===== src/rtl/cnt_ctrl_pkg.sv =====
// Shared types and constants for the counter request scheduler.
// Holds the scheduler state encoding and the up_down_cnt mode pin encoding.
package cnt_ctrl_pkg;

  typedef enum logic [1:0] {
    IDLE = 2'd0,
    RUN  = 2'd1,
    DONE = 2'd2
  } state_t;

  // Mode pins are packed as {cnt_in1, cnt_in0}; 2'b11 is never driven.
  localparam logic [1:0] CNT_HOLD = 2'b00;
  localparam logic [1:0] CNT_UP   = 2'b10;
  localparam logic [1:0] CNT_DOWN = 2'b01;

endpackage


===== src/rtl/cnt_rr_pick.sv =====
// Combinational round-robin picker: scans upward from ptr with wrap-around and
// reports the first valid requester as a one-hot grant plus its index.
module cnt_rr_pick #(
  parameter int NUM_REQ = 4
) (
  input  logic [NUM_REQ-1:0]         req_valid,
  input  logic [$clog2(NUM_REQ)-1:0] ptr,
  output logic [NUM_REQ-1:0]         grant,
  output logic [$clog2(NUM_REQ)-1:0] grant_idx,
  output logic                       any_valid
);

  localparam int ID_W = $clog2(NUM_REQ);

  logic              found;
  logic [ID_W-1:0]   idx;

  // Walk the requesters in priority order starting at ptr; first hit wins.
  always_comb begin
    grant     = '0;
    grant_idx = '0;
    found     = 1'b0;
    idx       = '0;
    for (int k = 0; k < NUM_REQ; k++) begin
      idx = ID_W'((int'(ptr) + k) % NUM_REQ);
      if (!found && req_valid[idx]) begin
        found       = 1'b1;
        grant[idx]  = 1'b1;
        grant_idx   = idx;
      end
    end
    any_valid = |req_valid;
  end

endmodule


===== src/rtl/cnt_req_sched.sv =====
// Round-robin scheduler sharing one up_down_cnt among NUM_REQ requesters.
// The winner drives the counter mode pins for its requested number of cycles
// and then receives a one-cycle req_done pulse.
// Optional feature macro: CNT_BOUND_GUARD_EN -- stops a run early (clipped=1)
// when the counter sits at the limit it is heading toward.
module cnt_req_sched
  import cnt_ctrl_pkg::*;
#(
  parameter int NUM_REQ = 4,
  parameter int STEP_W  = 4,
  parameter int CNT_W   = 4
) (
  input  logic                       cnt_clk,
  input  logic                       cnt_rst,
  input  logic [NUM_REQ-1:0]         req_valid,
  input  logic [NUM_REQ-1:0]         req_dir,
  input  logic [NUM_REQ*STEP_W-1:0]  req_steps,
  output logic [NUM_REQ-1:0]         req_ready,
  output logic [NUM_REQ-1:0]         req_done,
  output logic                       busy,
  output logic [$clog2(NUM_REQ)-1:0] grant_id,
  output logic                       clipped,
  output logic                       cnt_in0,
  output logic                       cnt_in1,
  input  logic [CNT_W-1:0]           count_in
);

  localparam int ID_W = $clog2(NUM_REQ);

  state_t              state_q, state_d;
  logic [ID_W-1:0]     ptr_q, ptr_d;
  logic [ID_W-1:0]     id_q, id_d;
  logic                dir_q, dir_d;
  logic [STEP_W-1:0]   rem_q, rem_d;
  logic                clip_q, clip_d;
  logic [1:0]          mode;
  logic                limit_hit;

  logic [NUM_REQ-1:0]  pick_oh;
  logic [ID_W-1:0]     pick_idx;
  logic                pick_any;
  logic [STEP_W-1:0]   pick_steps;
  logic [STEP_W-1:0]   steps_arr [NUM_REQ];

  for (genvar g = 0; g < NUM_REQ; g++) begin : g_steps
    assign steps_arr[g] = req_steps[g*STEP_W +: STEP_W];
  end

  assign pick_steps = steps_arr[pick_idx];

  cnt_rr_pick #(
    .NUM_REQ (NUM_REQ)
  ) u_pick (
    .req_valid (req_valid),
    .ptr       (ptr_q),
    .grant     (pick_oh),
    .grant_idx (pick_idx),
    .any_valid (pick_any)
  );

`ifdef CNT_BOUND_GUARD_EN
  assign limit_hit = dir_q ? (count_in == '1) : (count_in == '0);
  assign clipped   = (state_q == DONE) && clip_q;
`else
  logic unused_sig;
  assign limit_hit  = 1'b0;
  assign clipped    = 1'b0;
  assign unused_sig = ^{count_in, clip_q};
`endif

  // Next-state, request latch and output decode for the IDLE/RUN/DONE sequence.
  always_comb begin
    state_d   = state_q;
    ptr_d     = ptr_q;
    id_d      = id_q;
    dir_d     = dir_q;
    rem_d     = rem_q;
    clip_d    = clip_q;
    req_ready = '0;
    req_done  = '0;
    mode      = CNT_HOLD;
    case (state_q)
      IDLE: begin
        clip_d = 1'b0;
        // Ready is masked during reset so no transfer is reported that is then lost.
        if (pick_any && !cnt_rst) begin
          req_ready = pick_oh;
          id_d      = pick_idx;
          dir_d     = req_dir[pick_idx];
          rem_d     = pick_steps;
          state_d   = (pick_steps == '0) ? DONE : RUN;
        end
      end
      RUN: begin
        if (limit_hit) begin
          clip_d  = 1'b1;
          state_d = DONE;
        end else begin
          mode  = dir_q ? CNT_UP : CNT_DOWN;
          rem_d = rem_q - 1'b1;
          if (rem_q == STEP_W'(1)) state_d = DONE;
        end
      end
      DONE: begin
        if (!cnt_rst) req_done[id_q] = 1'b1;
        ptr_d   = (id_q == ID_W'(NUM_REQ - 1)) ? '0 : id_q + 1'b1;
        state_d = IDLE;
      end
      default: state_d = IDLE;
    endcase
  end

  // Control state: FSM, round-robin pointer and clip flag are reset.
  always_ff @(posedge cnt_clk) begin
    if (cnt_rst) begin
      state_q <= IDLE;
      ptr_q   <= '0;
      clip_q  <= 1'b0;
    end else begin
      state_q <= state_d;
      ptr_q   <= ptr_d;
      clip_q  <= clip_d;
    end
  end

  // Latched request fields; only meaningful while busy, so left unreset.
  always_ff @(posedge cnt_clk) begin
    id_q  <= id_d;
    dir_q <= dir_d;
    rem_q <= rem_d;
  end

  assign busy     = (state_q != IDLE);
  assign grant_id = busy ? id_q : '0;
  assign cnt_in1  = mode[1];
  assign cnt_in0  = mode[0];

endmodule


===== config.mk =====
export PLATFORM = sky130hd
export DESIGN_NAME = cnt_req_sched
export DESIGN_NICKNAME = d
export VERILOG_FILES = /design/src/rtl/cnt_ctrl_pkg.sv /design/src/rtl/cnt_rr_pick.sv /design/src/rtl/cnt_req_sched.sv
export SDC_FILE = /design/constraint.sdc
export NUM_CORES = 1
export LEC_CHECK = 0
export ABC_CLOCK_PERIOD_IN_PS = 4400
export CORE_ASPECT_RATIO = 1.4
export CORE_UTILIZATION = 25
export CTS_CLUSTER_SIZE = 20
export DETAILED_ROUTE_END_ITERATION = 7
export PLACE_DENSITY = 0.51
export REMOVE_ABC_BUFFERS = 1
export SKIP_LAST_GASP = 1
export SYNTH_ARGS = -nofsm -noshare
export SYNTH_HDL_FRONTEND = slang
export SYNTH_SLANG_ARGS = --single-unit

===== constraint.sdc =====
create_clock -name cnt_clk -period 4.4 [get_ports cnt_clk]
set_input_delay 1.32 -clock cnt_clk [delete_from_list [all_inputs] [get_ports cnt_clk]]
set_output_delay 1.32 -clock cnt_clk [all_outputs]
set_load 0.005 [all_outputs]

==> impl_metrics.tcl, run 1 <==
set metrics [dict create \
    synth.most_common_cell "nor2_1" \
    status "complete, no violations" \
    timing.final.crit_share 0.979 \
    insertion_delay_ns 0.24 \
    synth-xor-area-share 0.0120 \
    ys.warnings.count 0 \
    first_global_vias 1426 \
    drive_gt1_frac 0.229 \
    clockRootBuffer "clkbuf_8" \
    cts_max_level 1 \
    yosys-top-cells-area "edfxtp_1 (14%), ha_1 (12%), nor2_1 (8.5%), a21oi_1 (5.5%), dfxtp_1 (5.5%)" \
    grt_remaining_overflow 0 \
    synth_enable_flop_cells 7 \
    leakagePower_nw 0.942 \
    cp-end-kind "output pin" \
    drt-total-wl_mm 3.70 \
    final_area_um2 2110 \
    area_delta_synth_final_pct 44.8 \
    cts_tree "done" \
    start_util 0.261 \
    synth_mux_area_frac 0.163 \
    path_class "in2out" \
    post_dp_cell_area_um2 2020 \
    cts_buffers 3 \
    dieHeight_um 92.2 \
    core_area_um2 5570 \
    fin_crit_ns 4.31 \
    vias_per_cell 4.74 \
    dpl.cell_count 291 \
    cts_sinks 11 \
    die_w_um 66.5 \
    synth.distinct_cells 42 \
    final_nets 276 \
    multi_input_area_um2 1080 \
    synth_top_family_by_area "simple AND/OR/NAND/NOR gates" \
    hold_viol 0 \
    fin_skew_ns 0.00671 \
    synth_seq_cells 11 \
    synth_area_per_cell_um2 8.60 \
    synth.top_cell.area_share 0.145 \
    worstHoldPathType "reg2reg" \
    use_met3 0.00622 \
    pre_cts_ws_ns -0.391 \
    ys_seq_area_frac 0.200 \
    grt.total_usage 0.132 \
    setup_tns_ns 0 \
    gr-usage-met2 0.228 \
    synthFlopType "edfxtp_1" \
    cts.reportedPaths.clkPinSlew_ns 0.05 \
    cts.path.max_buffers 2 \
    dieArea_um2 6130 \
    yosys.area_share.simple 0.241 \
    utilization 0.378 \
    synth-compound-area-share 0.187 \
    fill_cells 606 \
    stdcell_count 299 \
    hpwl_mm 2.90 \
    drt_iter0_markers 25 \
    layout_setup_ws_ns 0.0938 \
    yosysTopAreaCell "edfxtp_1" \
    grt_busiest_layer "met2" \
    p_total_mw 0.779 \
    drc_errors 0 \
    startpoint_type "primary input" \
    synthAdderAreaFrac 0.120 \
    rows 32 \
    use_met1 0.172 \
    drt_pre_antenna_iters 6 \
    fmax_ghz 0.232 \
    yosys-top-cells-count "nor2_1 (33), a21oi_1 (16), ha_1 (14), inv_1 (11)" \
    antenna_cells 0 \
    cp_data_arrival_time_ns 2.99 \
    power.density_nw_per_um2 370 \
    globalplace.congestion 0.789 \
    seqCellArea_um2 290 \
    wire_per_inst_um 12.4 \
    peakVddDrop_uv 134 \
    vias 1418 \
    async_flop_share 0 \
    postRouteAntennaNets 0 \
    finalSetupViolations 0 \
    worstPathRequired_ns 3.08 \
    path_max_fanout 2 \
    drv_slew 0 \
    portBuffers 38 \
    io_pins 44 \
    antenna_found_initial 0 \
    synthesis.area_um2 1450 \
    grt_pass1_wl_mm 6.49 \
    cap_violations 0 \
    whs_ns 0.628 \
    rsz0062_at_grt "true" \
    grt_max_degree 14 \
    syn_inst 169 \
]
-- cell families (layout without fill, tap and decap cells) --
kind of cell | after synthesis | count (layout)
AO/OA/AOI/OAI | 40 | 40
flip-flops | 11 | 11
XOR/XNOR | 2 | 2
other | 1 | 1
multiplexers | 16 | 16
buffers and inverters | 18 | 80
adder cells (fa/ha/maj) | 14 | 14
AND/OR/NAND/NOR | 67 | 67
-- area by class of cell --
cell class | instances | area share
inverter | 12 | 0.0214
clock buffer | 3 | 0.0196
clock inverter | 1 | 0.00238
timing repair buffer | 64 | 0.267
tap | 68 | 0.0404
sequential | 11 | 0.138
multi-input combinational | 140 | 0.512
-- per-layer routing --
metal,up-vias,share of wire
met5,-,0
met4,0,0.017
met3,6,0.028
met2,31,0.49
met1,648,0.46
li1,733,-
-- cell usage in the layout (no fill, tap or decap), types with 2 or more instances in the layout --
master / n
dfxtp_1: 4
mux2i_4: 2
inv_1: 11
mux2_2: 2
buf_2: 3
nor2_1: 33
nand2b_1: 2
o21ai_0: 10
dlymetal6s2s_1: 2
xor2_1: 2
and2_1: 4
ha_1: 14
nor3_1: 2
buf_4: 25
clkdlybuf4s50_1: 30
a311o_2: 3
dlygate4sd2_1: 2
clkbuf_8: 3
mux4_2: 2
nand2_1: 7
mux4_1: 2
nor3b_1: 9
a21oi_1: 16
edfxtp_1: 7
mux2i_1: 7
a22oi_1: 4
-- worst paths after layout --
path	start	end	slack [ns]	depth (start not counted)
worst max-delay path	req_valid[0]	req_ready[2]	0.09	8
worst min register to register	state_q[1]	state_q[1]	0.63	2
worst max register to register	ptr_q[0]	state_q[0]	1.15	14
worst min-delay path	state_q[1]	state_q[1]	0.63	2
-- what timing repair did --
action | CTS | global route
setup endpoints to repair | 4 | 3
pin swaps | 3 | 0
setup buffers | 4 | 0
hold buffers | 0 | 0
resized for setup | 18 | 6
cloned | 0 | 0
-- critical path, cell delays in order --
cell and delay, ns:
dlygate4sd2_1 0.24, or4_4 0.48, or3b_1 0.38, nand3_2 0.09, buf_4 0.11, a21oi_1 0.05, nor2_1 0.08, dlygate4sd2_1 0.23
-- registers in the layout, summed over array words and instances, names as in the netlist --
name,flops
dir_q,1
ptr_q,2
id_q,2
state_q,2
rem_q,4
-- power by group --
part	switching (mW)	leakage (nW)	internal, mW
sequential	0.0269	0.101	0.166
combinational	0.244	0.816	0.242
clock	0.0381	0.0255	0.0622
(Power assumes the default switching activity.)
==> run 2: changes to the inputs <==
--- a/config.mk
+++ b/config.mk
@@ -5,7 +5,6 @@
 export SDC_FILE = /design/constraint.sdc
 export NUM_CORES = 1
 export LEC_CHECK = 0
-export ABC_CLOCK_PERIOD_IN_PS = 4400
 export CORE_ASPECT_RATIO = 1.4
 export CORE_UTILIZATION = 25
 export CTS_CLUSTER_SIZE = 20
==> results of run 2 <==
Same layout as run 1: the final DEF is identical, and so are final timing and power.
